File: config.mk
export PLATFORM = sky130hd
export DESIGN_NAME = ret_addr_stack
export DESIGN_NICKNAME = d
export VERILOG_FILES = /design/src/rtl/ret_addr_stack_pkg.sv /design/src/rtl/ret_addr_stack_ckpt_ram.sv /design/src/rtl/ret_addr_stack.sv
export SDC_FILE = /design/constraint.sdc
export NUM_CORES = 2
export LEC_CHECK = 0
export CAP_MARGIN = 10
export CORE_UTILIZATION = 38
export CTS_CLUSTER_DIAMETER = 30
export CTS_CLUSTER_SIZE = 28
export DETAILED_ROUTE_END_ITERATION = 8
export MAX_ROUTING_LAYER = met4
export PLACE_DENSITY_LB_ADDON = 0.12
export SETUP_SLACK_MARGIN = 0.15
export SLEW_MARGIN = 20
export SYNTH_ARGS = -nofsm -noshare
export SYNTH_HDL_FRONTEND = slang
export SYNTH_SLANG_ARGS = --single-unit
export TNS_END_PERCENT = 1
File: constraint.sdc
create_clock -name clk -period 11.85 [get_ports clk]
set_clock_uncertainty 0.1 [all_clocks]
set_input_delay 1.185 -clock clk [delete_from_list [all_inputs] [get_ports clk]]
set_output_delay 1.185 -clock clk [all_outputs]
set_load 0.005 [all_outputs]
File: src/rtl/ret_addr_stack_pkg.sv
// Shared sizing and checkpoint record for the speculative return-address stack.
// The top and checkpoint RAM take their default parameters from here.
package ret_addr_stack_pkg;
  localparam int RAS_DEPTH    = 16;
  localparam int RAS_IP_WIDTH = 48;
  localparam int RAS_TAG_W    = 4;
  localparam int RAS_SP_W     = $clog2(RAS_DEPTH);
  localparam int RAS_CNT_W    = RAS_SP_W + 1;

  typedef struct packed {
    logic [RAS_SP_W-1:0]     sp;
    logic [RAS_CNT_W-1:0]    cnt;
    logic [RAS_IP_WIDTH-1:0] tos;
  } ras_ckpt_t;
endpackage

File: src/rtl/ret_addr_stack_ckpt_ram.sv
// Per-jump-tag snapshot table: one write port, combinational read so a
// restore sees the slot contents from before any same-cycle write.
module ras_ckpt_ram
  import ret_addr_stack_pkg::*;
#(
  parameter int TAG_W = RAS_TAG_W
) (
  input  logic             clk,
  input  logic             we_i,
  input  logic [TAG_W-1:0] waddr_i,
  input  ras_ckpt_t        wdata_i,
  input  logic [TAG_W-1:0] raddr_i,
  output ras_ckpt_t        rdata_o
);

  ras_ckpt_t mem_q [2**TAG_W];

  always_ff @(posedge clk) begin
    if (we_i) begin
      mem_q[waddr_i] <= wdata_i;
    end
  end

  assign rdata_o = mem_q[raddr_i];

endmodule

File: src/rtl/ret_addr_stack.sv
// Speculative return-address stack with per-jump checkpoints; a pop presents
// its predicted target one cycle later. Flush beats restore beats decode.
module ret_addr_stack
  import ret_addr_stack_pkg::*;
#(
  parameter int DEPTH    = RAS_DEPTH,
  parameter int IP_WIDTH = RAS_IP_WIDTH,
  parameter int TAG_W    = RAS_TAG_W
) (
  input  logic                clk,
  input  logic                rst,
  input  logic                in_en,
  input  logic                in_push,
  input  logic                in_pop,
  input  logic                in_isJump,
  input  logic [TAG_W-1:0]    in_tag,
  input  logic [IP_WIDTH-1:0] in_ret_addr,
  input  logic                restore_en,
  input  logic [TAG_W-1:0]    restore_tag,
  input  logic                flush,
  output logic                out_valid,
  output logic [IP_WIDTH-1:0] out_addr,
  output logic                out_underflow
);

  localparam int SP_W  = $clog2(DEPTH);
  localparam int CNT_W = SP_W + 1;

  logic [IP_WIDTH-1:0] stk_q [DEPTH];
  logic [SP_W-1:0]     sp_q, sp_d;
  logic [CNT_W-1:0]    cnt_q, cnt_d;
  logic                valid_q, valid_d;
  logic                unf_q, unf_d;
  logic [IP_WIDTH-1:0] addr_q, addr_d;

  logic                stk_we;
  logic [SP_W-1:0]     stk_waddr;
  logic [IP_WIDTH-1:0] stk_wdata;
  logic                ck_we;
  ras_ckpt_t           ck_wdata;
  ras_ckpt_t           ck_rdata;
  logic                empty;

  assign empty    = (cnt_q == '0);
  assign ck_wdata = '{sp: sp_q, cnt: cnt_q, tos: stk_q[sp_q]};

  ras_ckpt_ram #(
    .TAG_W (TAG_W)
  ) u_ckpt (
    .clk     (clk),
    .we_i    (ck_we),
    .waddr_i (in_tag),
    .wdata_i (ck_wdata),
    .raddr_i (restore_tag),
    .rdata_o (ck_rdata)
  );

  always_comb begin
    sp_d      = sp_q;
    cnt_d     = cnt_q;
    valid_d   = 1'b0;
    unf_d     = 1'b0;
    addr_d    = addr_q;
    stk_we    = 1'b0;
    stk_waddr = sp_q;
    stk_wdata = in_ret_addr;
    ck_we     = 1'b0;
    if (flush) begin
      sp_d  = '0;
      cnt_d = '0;
    end else if (restore_en) begin
      sp_d      = ck_rdata.sp;
      cnt_d     = ck_rdata.cnt;
      stk_we    = 1'b1;
      stk_waddr = ck_rdata.sp;
      stk_wdata = ck_rdata.tos;
    end else if (in_en) begin
      ck_we = in_isJump;
      if (in_pop) begin
        if (!empty) begin
          valid_d = 1'b1;
          addr_d  = stk_q[sp_q];
        end else begin
          unf_d = 1'b1;
        end
      end
      // Push+pop replaces the top in place; an empty stack gains one entry.
      if (in_push && in_pop) begin
        stk_we = 1'b1;
        if (empty) begin
          cnt_d = CNT_W'(1);
        end
      end else if (in_push) begin
        sp_d      = sp_q + 1'b1;
        stk_we    = 1'b1;
        stk_waddr = sp_q + 1'b1;
        if (cnt_q != CNT_W'(DEPTH)) begin
          cnt_d = cnt_q + 1'b1;
        end
      end else if (in_pop && !empty) begin
        sp_d  = sp_q - 1'b1;
        cnt_d = cnt_q - 1'b1;
      end
    end
  end

  always_ff @(posedge clk or negedge rst) begin
    if (!rst) begin
      sp_q    <= '0;
      cnt_q   <= '0;
      valid_q <= 1'b0;
      unf_q   <= 1'b0;
      addr_q  <= '0;
    end else begin
      sp_q    <= sp_d;
      cnt_q   <= cnt_d;
      valid_q <= valid_d;
      unf_q   <= unf_d;
      addr_q  <= addr_d;
    end
  end

  // Stack contents survive reset and flush; only the pointer and count clear.
  always_ff @(posedge clk) begin
    if (stk_we) begin
      stk_q[stk_waddr] <= stk_wdata;
    end
  end

  assign out_valid     = valid_q;
  assign out_addr      = addr_q;
  assign out_underflow = unf_q;

endmodule
; After elaboration in Yosys (flattened, before gate mapping)
; Memory sizes are Yosys's and may differ from the RTL's.
; Cells that the tools add are included.
[classes]
bitwise = 3
n_reduce_logical = 10
n_eq_ne = 4
addsub = 4
n_mux = 43
[op_table]
columns = operator, count
row1 = two-way mux 48 bit, 2
row2 = two-way mux 4 bit, 11
row3 = two-way mux 5 bit, 8
row4 = two-way mux 1 bit, 22
row5 = "adder 5 x 1 -> 5 bit, second input constant", 1
row6 = logical NOT 5 bit, 1
row7 = "!= test 5 x 1 -> 1 bit, second input constant", 1
row8 = "!= test 5 bit, second input constant", 1
row9 = AND reduction 5 bit, 1
row10 = nonzero test 5 bit, 1
row11 = "subtractor 5 x 1 -> 5 bit, second input constant", 1
row12 = "adder 4 x 1 -> 4 bit, second input constant", 1
row13 = "!= test 4 bit, second input constant", 1
row14 = AND reduction 4 bit, 1
row15 = nonzero test 4 bit, 1
row16 = "subtractor 4 x 1 -> 4 bit, second input constant", 1
row17 = "!= test 3 bit, second input constant", 1
row18 = inverter 1 bit, 3
row19 = AND reduction 3 bit, 1
row20 = nonzero test 3 bit, 1
row21 = logical AND 1 bit, 2
row22 = logical NOT 1 bit, 1
[word_totals]
register_bits = 59
mem_bits_rw = 1680
inputBits = 64
memories = 2
out_inout_bits = 50
[memory_table]
columns = name, depth, width, rd, rd_ports_with_merged_regs, write_ports, line
row1 = u_ckpt.mem_q, 16, 57, 1, 0, 1, ret_addr_stack_ckpt_ram.sv:16  ; ras_ckpt_t mem_q [2**TAG_W];
row2 = stk_q, 16, 48, 1, 0, 1, ret_addr_stack.sv:29  ; logic [IP_WIDTH-1:0] stk_q [DEPTH];

; Depth between registers and ports, before layout
[logic_depth]
depth_word = 9
ltp_mapped = 10
mapped_depth_nobuf = 8

; Modules after synthesis
; Synthesis repeated with hierarchy kept, for this count alone.
[hier_totals]
cells_unflattened = 2772
hier_area_um2 = 66425.0
[by_module_without_submodules]
columns = module, area_each_um2, seq_area_each_um2, n_inst, cells_each
row1 = ras_ckpt_ram, 34111.5, 27386.3, 1, 1413
row2 = ret_addr_stack, 32313.5, 24538.5, 1, 1359

; Least setup slack after synthesis
; Ideal clock, no wire load.
[synth_timing]
path_kind = input to register
from = in restore_en
to = mem u_ckpt.mem_q[0][0] in the netlist's numbering, enable pin
slack_ps = 5247
stages = 5
arrival_time_ps = 5960
required_time_ps = 11207
setup_time_ps = 543
cell_sequence = clkbuf_1 -> nor2_1 -> nand3_1 -> or3_1 -> nor3_1
[synth_between]
elab_chain_len = 4
[synth_lines]
columns = element, line
row1 = from (decl), ret_addr_stack.sv:18  ; input logic restore_en,
row2 = two-way mux 1 bit, ret_addr_stack.sv:71  ; end else if (restore_en) begin
row3 = two-way mux 1 bit, ret_addr_stack.sv:68  ; if (flush) begin
row4 = two-way mux 1 bit, ret_addr_stack_ckpt_ram.sv:19  ; if (we_i) begin
row5 = two-way mux 1 bit (not written as such), ret_addr_stack_ckpt_ram.sv:20  ; mem_q[waddr_i] <= wdata_i;
row6 = to (decl), ret_addr_stack_ckpt_ram.sv:16
; No other way between the ends.

==> results.txt <==
Across the run, the number of max-cap violations was 0. Summing internal, switching and leakage power gives 18230 uW. The CTS sink count is 1739. The most frequent cell on the critical path is sky130_fd_sc_hd__buf_4. The pin count of the biggest net entering global routing is 82. The register-to-register setup slack came out at 6.39 ns. The H-tree depth is 5.

The number of antenna violations at the first check in global routing is 8. The cell depth of the worst flop-to-flop path is 5. The total number of vias is 31920. The initial core utilization is 38.25%.

The cell area after synthesis came out at 66560 sq um. The largest driver fanout on the critical path came out at 56. The min-delay analysis places its worst path in the category register to register. The clock tree from TritonCTS is yes. The library cell used most frequently in the layout, excluding fill and tap cells, is sky130_fd_sc_hd__edfxtp_1. Together, buffers and inverters on the worst path number 3.

The average instance in the mapped netlist occupies 22.97 sq um. The number of cells traversed by the worst hold path is 2. The share of synthesized area in the top cell type comes to 75.79%.

The detailed router finished its first iteration with 2757 violations. Headroom to the max-slew limit came out at 28.08%. The deepest clock path buffer count is 4. The analysis attributes to cell leakage a power of 0.02705 uW. The number of vias per cell came out at 5.398. The detailed-placement wirelength estimate came out at 92500 microns. The number of nets in the final layout is 3371. The number of synthesized flops with an enable pin came out at 1680. Of the cells placed in the final design, the portion with a size suffix greater than 1 is 33.80%. The worst register-to-register path ends at u_ckpt.mem_q[2][26]. The highest attainable clock frequency is 0.1832 GHz.

After global routing the overflow that remains totals 0. The slowest stage of the critical path belongs to the cell sky130_fd_sc_hd__dfrtp_4. The later-pin clock latency in the skew report is 0.91 ns. The transition time of the tightest slew-check pin is 1.079 ns.

The gate count after technology mapping is 2898. The total routed wirelength came out at 173100 microns. The final critical-path share of the clock period came out at 46.05%.

The unique cell type count in the Yosys netlist is 56. The wire length of the first global-routing pass is 247300 microns. Power spread over the standard cell area amounts to 220.3 nW/um^2. The delay of the slowest cell on the worst path is 1.01 ns. The number of max-slew violations in the final report is 0. The y dimension of the die came out at 420.5 microns. The first TritonRoute pass finished after 5 iterations. Setup repair after global routing left no endpoint under its margin.

The peak supply drop is 0.0001372 V. The site row count came out at 153. The data arrival time of the critical path is 5.87 ns. The share of the Yosys chip area taken by registers is 78.01%.

The number of buffers added for setup after CTS is 0. Dividing the detail-routed wire length by the instance count gives 29.28 microns. After clock tree synthesis, the clock-pin slew on the worst setup and hold paths is 0.05 ns. The congestion estimate from routability-driven global placement came to 0.7751. The cell sitting at the root of the clock tree is a sky130_fd_sc_hd__clkbuf_16. The count of synthesis-stage warnings from yosys came out at 0. The synthesis-stage register bit count came out at 1739. Counting flops with an async set or reset pin after synthesis yields a share of 3.393%. Setup violations remaining at the end of the flow were counted as 0.

The worst hold path begins at out_addr[5]. In the layout the commonest cells are sky130_fd_sc_hd__edfxtp_1, sky130_fd_sc_hd__mux4_2, sky130_fd_sc_hd__clkbuf_16. The number of hold violations in the final report came out at 0. The worst setup path is captured at a register.

The floorplan core area is 174000 sq um. The detailed-route DRC error count came out at 0. The shortest clock period the worst path allows after layout is 5.457 ns. Counting every net in the synthesized netlist gives 2968. During placement, the flow inserted port buffers numbering 113. The number of global-route vias before repair is 34180.

The worst register-to-register path begins at sp_q[0]. The cell family contributing the most delay on the critical path is buffers and inverters. The worst setup path is launched from a register. The aggregate global-route resource usage is 20.47%.

The area of the die came out at 176800 sq um. The die is 420.5 microns wide. The final setup TNS came out at 0 ns. The critical path goes through buf_4 > buf_4 > buf_4 > mux4_2 > mux4_2. By area the synthesized netlist is led by sky130_fd_sc_hd__edfxtp_1, sky130_fd_sc_hd__mux4_2, sky130_fd_sc_hd__dfrtp_1. Relative to the synthesized area, the layout overhead comes to 24.29%.

The number of nets with antenna violations after routing is 0. The flow ran to the end, and the final reports show no timing, DRC or antenna violations. The destination of the worst hold path is out_addr[5].

The dominant synthesized flop cell is sky130_fd_sc_hd__edfxtp_1. The biggest area contributor in the post-synthesis netlist is sky130_fd_sc_hd__edfxtp_1. The worst setup path is of the register to register kind. The number of buffers added by the clock tree synthesis step came out at 364.

At the worst endpoint, the required time is 12.26 ns. 114 I/O pins were placed.
[cell usage after synthesis, drive strengths merged, types with 2 or more instances]
| cell type | instances |
|---|---|
| clkbuf | 72 |
| dfrtp | 59 |
| mux2 | 10 |
| o22ai | 3 |
| nand2 | 309 |
| a31oi | 2 |
| a21oi | 8 |
| xnor2 | 2 |
| mux4 | 504 |
| a21bo | 2 |
| a21o | 5 |
| a22oi | 7 |
| nor2 | 40 |
| o21ai | 8 |
| nor4 | 2 |
| nor2b | 4 |
| nand2b | 7 |
| a221oi | 3 |
| or4 | 4 |
| a211oi | 3 |
| mux2i | 31 |
| nand3b | 2 |
| inv | 10 |
| ha | 5 |
| buf | 74 |
| a22o | 2 |
| nand4 | 2 |
| nor3 | 6 |
| edfxtp | 1680 |
| xor2 | 3 |
| nand4b | 2 |
| nand3 | 7 |
| o22a | 3 |
| or3 | 3 |
[worst max path at each step]
stage	cells past startpoint	startpoint	endpoint	slack, ns
5_1_grt	5	sp_q[0]	u_ckpt.mem_q[4][26]	5.92
2_1_floorplan	5	restore_en	u_ckpt.mem_q[0][0]	5.25
4_1_cts	5	sp_q[0]	u_ckpt.mem_q[2][26]	6.17
6_report	5	sp_q[0]	u_ckpt.mem_q[2][26]	6.39
3_3_place_gp	9	restore_en	stk_q[11][33]	6.00
3_5_place_dp	9	restore_en	stk_q[11][42]	5.90
[sequential cells by signal (all words and copies together) (netlist names)]
name and cells:
cnt_q 5, out_addr 48, out_underflow 1, out_valid 1, sp_q 4, stk_q 768, u_ckpt.mem_q 912
[cell type report]
cell class	instances	area, sq um
clock inverters	248	2646
clock buffers	400	9380
fillers	14040	91280
diodes	5	12.51
repair buffers	183	1680
well taps	2325	2909
multi-input cells	1003	14120
flip-flops and latches	1739	51940
inverters	10	43.79
[worst register-to-register path: cells and delay by family (launching register included)]
kind                   cells  cell delay, ns
buffers and inverters      3            2.55
multiplexers               2            1.40
flip-flops                 1            1.01
[logic make-up (layout without fill, tap and decap cells)]
group | count (synthesis) | after routing | share of synthesized area (%)
AOI/OAI and AO/OA | 54 | 54 | 0.5846
xor gates and xnor gates | 5 | 5 | 0.06580
adders and majority gates | 6 | 6 | 0.1241
muxes | 545 | 545 | 17.69
and+or+nand+nor | 393 | 393 | 2.384
buffers and inverters | 156 | 841 | 1.145
DFF | 1739 | 1739 | 78.01
other | 0 | 5 | 0
[repair_timing]
| action | in CTS | in global routing |
|---|---|---|
| endpoints found under the setup margin | 0 | 0 |
| hold endpoints to repair | 7 | 0 |
| hold buffers | 1 | 0 |
| gates resized for setup | 0 | 0 |
[per-stage QoR]
step	utilization, %	hold slack [ns]	std cells	instance area, sq um	worst slack, ns
final	47.54	0.3719	5913	82730	6.393
after global routing	47.54	0.3948	5911	82730	5.916
after CTS	47.53	0.3780	5908	82720	6.174
after detailed placement	40.62	0.3661	5259	70680	5.902
after global placement	40.62	0.3578	5259	70680	6.003
after floorplan	-	0.3701	2898	66560	5.247
[routing by layer]
metal  vias up  routed length [microns]  track usage (%)  share of wire (%)
met5         -                        0                -                  0
met3       272                    10910            4.355                6.3
met4         0                     3689            5.880                2.1
met2      1137                    84590            31.98                 49
li1      13150                        -                -                  -
met1     17360                    73950            27.12                 43
[power by group]
group	internal (uW)	switching, uW
combinational	477	718
clock	6580	3260
sequential	7090	104
(Power assumes the default switching activity.)
==> RTL edit 1, RTL diff (config.mk and constraints unchanged) <==
Take the reset off `addr_q` and load it in a clocked block of its own.
--- a/src/rtl/ret_addr_stack.sv
+++ b/src/rtl/ret_addr_stack.sv
@@ -111,5 +111,4 @@
       valid_q <= 1'b0;
       unf_q   <= 1'b0;
-      addr_q  <= '0;
     end else begin
       sp_q    <= sp_d;
@@ -117,6 +116,9 @@
       valid_q <= valid_d;
       unf_q   <= unf_d;
-      addr_q  <= addr_d;
     end
+  end
+
+  always_ff @(posedge clk) begin
+    addr_q <= addr_d;
   end
 
Function: not settled (the Yosys comparison gave no result); the edit may change what the design does.
==> RTL edit 1 against the unedited design <==
Sequential cell count unchanged; routed wire length up 0.21%; critical path depth increased by 3; sequential share of layout area fell by 0.66 points; total power up 4.7%; synthesized cell count down 5.7%; non-clock buffer count rose by 1; critical endpoint is now stk_q[14][13]; clock power up 12%; largest cell class unchanged; setup slack gained 0.42 ns; count of clock-buffer cells in the layout rose by 43; maximum frequency up 8.3%; area after synthesis shrank 0.48%; design area rose by 1.5%; via count fell by 1.2%.
==> RTL edit 1: results (changes against the unedited design) <==
Yosys
The sequential area share after synthesis came to 78.7% (+0.74 points). The net count after synthesis is 2,803 (-5.6%). By area the synthesized netlist is led by sky130_fd_sc_hd__edfxtp_1 78%, sky130_fd_sc_hd__mux4_2 18%, sky130_fd_sc_hd__nand2_1 0.88%. The commonest cells after synthesis are 1,728 x sky130_fd_sc_hd__edfxtp_1, 517 x sky130_fd_sc_hd__mux4_2, 155 x sky130_fd_sc_hd__nand2_1. The number of distinct standard cells referenced by the synthesized netlist came to 54 (-3.6%). The xor-xnor portion of the synthesized cell area is 0.0793% (+0.014 points). The adder and majority gate portion of the synthesized area came to 0.125% (+0.00060 points). The async set or reset register ratio after synthesis is 0.633% (-2.8 points). The compound-gate portion of the synthesized area is 0.519% (-0.065 points). The average instance area after synthesis came to 24.2 µm² (+5.5%). The fraction of synthesized area in multiplexers is 18.0% (+0.28 points). The number of synthesized flops with an enable pin is 1,728 (+2.9%).

Cells and area
The share of final-layout standard cells stronger than drive strength 1 is 36.0% (+2.2 points). The flip-flop count of the largest register after layout is 912 (unchanged). The number of filler instances in the final layout is 13,840 (-1.4%). The final net count is 3,245 (-3.7%).

Placed design
The cell count after placement was 5,088 (-3.3%). The estimated wirelength of the detail-placed design was 89,300 µm (-3.5%). The global placer's final weighted congestion is 0.767 (-1.0%).

GRT
The number of global-route vias before repair is 33,907 (-0.81%). The wire length of the first global-routing pass is 247,000 µm (about the same). The largest net degree at the start of global routing was 76 (-7.3%). The initial antenna violation count was 7 (-1). The total routing resource utilization after global routing is 20.6% (+0.13 points).

Power and ir drop
The leakage power figure is 27.1 nW (+0.13%). The worst voltage drop across the vdd grid is 171 µV (+25%). The total internal power is 15.1 mW (+6.5%).

Clock tree
The H-tree depth is 5 (unchanged). The post-CTS setup buffer count was 0 (unchanged). The number of buffers created by CTS is 395 (+8.5%). The clock latency on the worst-skew pair is 0.94 ns (+0.03 ns). In this run the clock root is driven by a sky130_fd_sc_hd__clkbuf_16.

Worst hold path
The min-delay analysis places its worst path in the category in -> async.

Critical path
The critical path's largest stage delay is 0.86 ns (-0.15 ns). The arrival time reported for the critical path endpoint is 5.46 ns (-0.41 ns). Among all stages on the critical path, the largest delay is contributed by sky130_fd_sc_hd__clkdlybuf4s50_1.

The highest fanout seen on the critical path is 53 (-5.4%).

STA
The slew at the pin closest to its max-slew limit is 1.09 ns (+0.0103 ns).

Routing
The number of DRC violations after detailed-routing iteration 0 came to 3,357 (+22%). The total routed wirelength was 174,000 µm (+0.21%). The number of vias per cell is 5.44 (+0.80%). The average wire per standard cell is 29.9 µm (+2.2%).

Status
The flow ran to the end, and the final reports show no timing, DRC or antenna violations.
[RTL edit 1: cell types whose count changed in the layout (fill, tap and decap cells not counted), moves of 5 or more]
cell / before / now
sky130_fd_sc_hd__clkinv_4: 35 / 24
sky130_fd_sc_hd__inv_6: 31 / 16
sky130_fd_sc_hd__clkinv_1: 38 / 54
sky130_fd_sc_hd__nand2_1: 309 / 154
sky130_fd_sc_hd__mux4_2: 504 / 517
sky130_fd_sc_hd__nand4_1: 2 / 7
sky130_fd_sc_hd__clkbuf_1: 28 / 44
sky130_fd_sc_hd__edfxtp_1: 1680 / 1728
sky130_fd_sc_hd__clkbuf_16: 369 / 399
sky130_fd_sc_hd__dfrtp_1: 56 / 7
sky130_fd_sc_hd__mux2i_1: 31 / 12
sky130_fd_sc_hd__a211oi_1: 2 / 7
sky130_fd_sc_hd__bufinv_16: 40 / 72
sky130_fd_sc_hd__a22oi_1: 7 / 1
[RTL edit 1: area by class of cell]
| type | instances | area [µm²] | share of cell area, % |
|---|---|---|---|
| multi-input cells | 845 | 13700 | 16.3 |
| clock inverters | 261 | 3350 | 3.99 |
| repair buffers | 184 | 1680 | 2.00 |
| diodes | 6 | 15.0 | 0.0179 |
| flip-flops and latches | 1739 | 52200 | 62.1 |
| inverters | 10 | 37.5 | 0.0447 |
| clock buffers | 443 | 10100 | 12.1 |
| well taps | 2310 | 2890 | 3.44 |
[RTL edit 1: layer usage]
layer / vias up / share of wire (%) / global-route usage (%)
li1: 12804 / - / -
met1: 17388 / 44 / 28.2
met2: 1033 / 48 / 31.4
met3: 323 / 6.1 / 3.85
met4: 0 / 2.4 / 6.49
met5: - / 0 / -
[RTL edit 1: worst paths after layout]
check                           slack, ns       start             endpoint  depth (start not counted)
worst max-delay path                 6.81  restore_en        stk_q[14][13]                          8
worst min-delay path                 0.59         rst             cnt_q[1]                          1
worst min register to register       0.75    cnt_q[2]  u_ckpt.mem_q[1][50]                          0
min in group clk                     0.75    cnt_q[2]  u_ckpt.mem_q[1][50]                          0
worst max register to register       7.27     sp_q[0]  u_ckpt.mem_q[2][12]                          4
max in group asynchronous           10.55         rst              sp_q[0]                          1
[RTL edit 1: power by group through the flow]
stage	registers (mW)	clock network [mW]	logic [mW]
after floorplan	7.20	0	0.605
after global placement	7.24	0	0.959
after CTS	7.14	11.1	0.993
after detailed placement	7.25	0	0.990
final	7.14	11.0	0.969
after global routing	7.14	11.4	1.04
[RTL edit 1: metrics by stage]
step	util (%)	hold WS, ns	setup slack (ns)	cell area [µm²]
2_1_floorplan	-	0.565	5.25	66200
3_3_place_gp	40.9	0.712	5.91	70500
3_5_place_dp	40.9	0.767	5.85	70500
4_1_cts	48.7	0.562	6.82	84000
5_1_grt	48.7	0.606	6.62	84000
6_report	48.8	0.586	6.81	84000
==> RTL edit 2, RTL diff (config.mk and constraints unchanged) <==
Without the edit above. Change the package constant `RAS_DEPTH` from 16 to 8.
--- a/src/rtl/ret_addr_stack_pkg.sv
+++ b/src/rtl/ret_addr_stack_pkg.sv
@@ -2,5 +2,5 @@
 // The top and checkpoint RAM take their default parameters from here.
 package ret_addr_stack_pkg;
-  localparam int RAS_DEPTH    = 16;
+  localparam int RAS_DEPTH    = 8;
   localparam int RAS_IP_WIDTH = 48;
   localparam int RAS_TAG_W    = 4;
Check against the original RTL: not settled (the Yosys comparison gave no result); the edit may change what the design does.
==> RTL edit 2 against the unedited design <==
Sequential cell count decreased by 418; design area decreased by 23%; largest power group unchanged; maximum frequency increased by 12%; total power decreased by 21%; setup slack improved by 0.59 ns; routed wire length decreased by 26%; die area decreased by 24%; area after synthesis decreased by 24%.
==> RTL edit 2: results (changes against the unedited design) <==
Critical path
The cell count of the worst reg-to-reg path is 7 (+2). The setup slack of the most critical reg-to-reg path came to 6.98 ns (+0.59 ns). For this run, the slowest stage of the critical path takes 1.00 ns. The highest fanout seen on the critical path is 47 (-16%).

The arrival time reported for the critical path endpoint was 5.24 ns (-0.63 ns). The end of the worst register-to-register path is stk_q[0][27].

Cells and area
The flip-flop count of the largest register after layout came to 880 (-3.5%). The number of filler instances in the final layout is 10,576 (-25%). The non-filler instance count after layout was 4,458 (-25%). The share of final-layout standard cells stronger than drive strength 1 is 38.6% (+4.8 points). The area occupied by multi-input gates is 0.0109 mm² (-23%). The final net count is 2,547 (-24%).

Routing
The number of DRC violations after detailed-routing iteration 0 is 1,631 (-41%). The average wire per standard cell is 28.8 µm (-1.8%). The number of vias per cell is 5.34 (-1.1%).

Yosys
The compound-gate portion of the synthesized area was 0.613% (+0.029 points). The number of distinct standard cells referenced by the synthesized netlist is 52 (-7.1%). Ranked by instance count, the synthesized netlist is headed by 1,264 x sky130_fd_sc_hd__edfxtp_1, 352 x sky130_fd_sc_hd__mux4_2, 146 x sky130_fd_sc_hd__mux2_2. The async set or reset register ratio after synthesis came to 4.31% (+0.92 points). The net count after synthesis is 2,178 (-27%). The cell count after synthesis is 2,109 (-27%). Yosys attributes the largest share of cell area to sky130_fd_sc_hd__edfxtp_1 75%, sky130_fd_sc_hd__mux4_2 16%, sky130_fd_sc_hd__mux2_2 3.2%. The number of synthesized flops with an enable pin is 1,264 (-25%). The adder and majority gate portion of the synthesized area came to 0.138% (+0.014 points). The sequential area share after synthesis came to 77.5% (-0.46 points). The xor-xnor portion of the synthesized cell area was 0.0862% (+0.020 points). The fraction of synthesized area in multiplexers is 19.4% (+1.7 points).

GRT
The wire length of the first global-routing pass is 186,000 µm (-25%). The total routing resource utilization after global routing came to 20.0% (-0.52 points). The initial antenna violation count was 3 (-5).

The largest net degree at the start of global routing is 81 (-1.2%). The number of global-route vias before repair is 26,267 (-23%).

STA
The final period utilization was 41.1% (-5.0 points). The post-route worst hold slack is 0.259 ns (-0.113 ns). The slew at the pin closest to its max-slew limit is 1.14 ns (+0.0654 ns).

Power and ir drop
The clock network power consumption came to 8.01 mW (-19%). The net switching power figure is 3.01 mW (-26%). The leakage power figure is 20.9 nW (-23%). The worst voltage drop across the vdd grid is 145 µV (+5.6%). The power drawn by the combinational cells is 0.838 mW (-30%). The total internal power is 11.3 mW (-20%).

Placed design
The cell count after placement came to 3,927 (-25%). The pre-CTS setup slack was 6.20 ns (+0.302 ns). The placed instance area is 0.0541 mm² (-23%). The number of buffers added on ports came to 113 (unchanged). The global placer's final weighted congestion was 0.784 (+1.2%). The estimated wirelength of the detail-placed design is 68,500 µm (-26%).

Status
The flow ran to the end, and the final reports show no timing, DRC or antenna violations.

Clock tree
The H-tree depth is 5 (unchanged). The post-CTS setup buffer count is 0 (unchanged). The clock latency on the worst-skew pair was 0.88 ns (-0.03 ns). The post-cts sizing count came to 0 (unchanged). The number of buffers created by CTS is 304 (-16%).

Worst hold path
The tightest min-delay check is of the in -> async type.
## RTL edit 2: cell types whose count changed after synthesis, moves of 4 or more
cell,change
sky130_fd_sc_hd__o21ai_0,-6
sky130_fd_sc_hd__nor2b_1,+4
sky130_fd_sc_hd__nand2_1,-290
sky130_fd_sc_hd__edfxtp_1,-416
sky130_fd_sc_hd__a22o_1,+4
sky130_fd_sc_hd__and2_1,+4
sky130_fd_sc_hd__buf_2,+8
sky130_fd_sc_hd__a21oi_1,+5
sky130_fd_sc_hd__mux4_2,-152
sky130_fd_sc_hd__buf_1,-15
sky130_fd_sc_hd__clkbuf_1,-31
sky130_fd_sc_hd__nor2_1,-19
sky130_fd_sc_hd__mux2_2,+138
## RTL edit 2: final cells by class
class                   count  area share, %
clock inverters           167           2.84
well taps                1755           3.43
inverters                   7         0.0410
multi-input cells         674           17.1
diodes                      3         0.0117
repair buffers            170           2.49
flip-flops and latches   1321           61.5
clock buffers             361           12.6
## RTL edit 2: worst reg2reg max path, delay by kind of cell (launching register included)
kind / cells / cell delay (ns)
DFF: 1 / 1.00
adders and majority gates: 1 / 0.35
buffers and inverters: 2 / 1.51
AOI/OAI and AO/OA: 2 / 0.61
and+or+nand+nor: 2 / 0.88
## RTL edit 2: how the worst max path moves through the flow
stage,from,end,cells after the start
after floorplan,restore_tag[0],stk_q[7][0],9
after global placement,restore_tag[1],stk_q[2][28],8
after detailed placement,restore_tag[1],stk_q[2][28],8
after CTS,sp_q[0],stk_q[0][16],7
after global routing,sp_q[0],stk_q[0][27],7
final,sp_q[0],stk_q[0][27],7
## RTL edit 2: per-layer routing
layer / wire, µm / track usage, %
met4: 2860 / 6.08
met3: 6130 / 4.40
met5: 0 / -
met2: 64200 / 31.7
met1: 55000 / 25.6
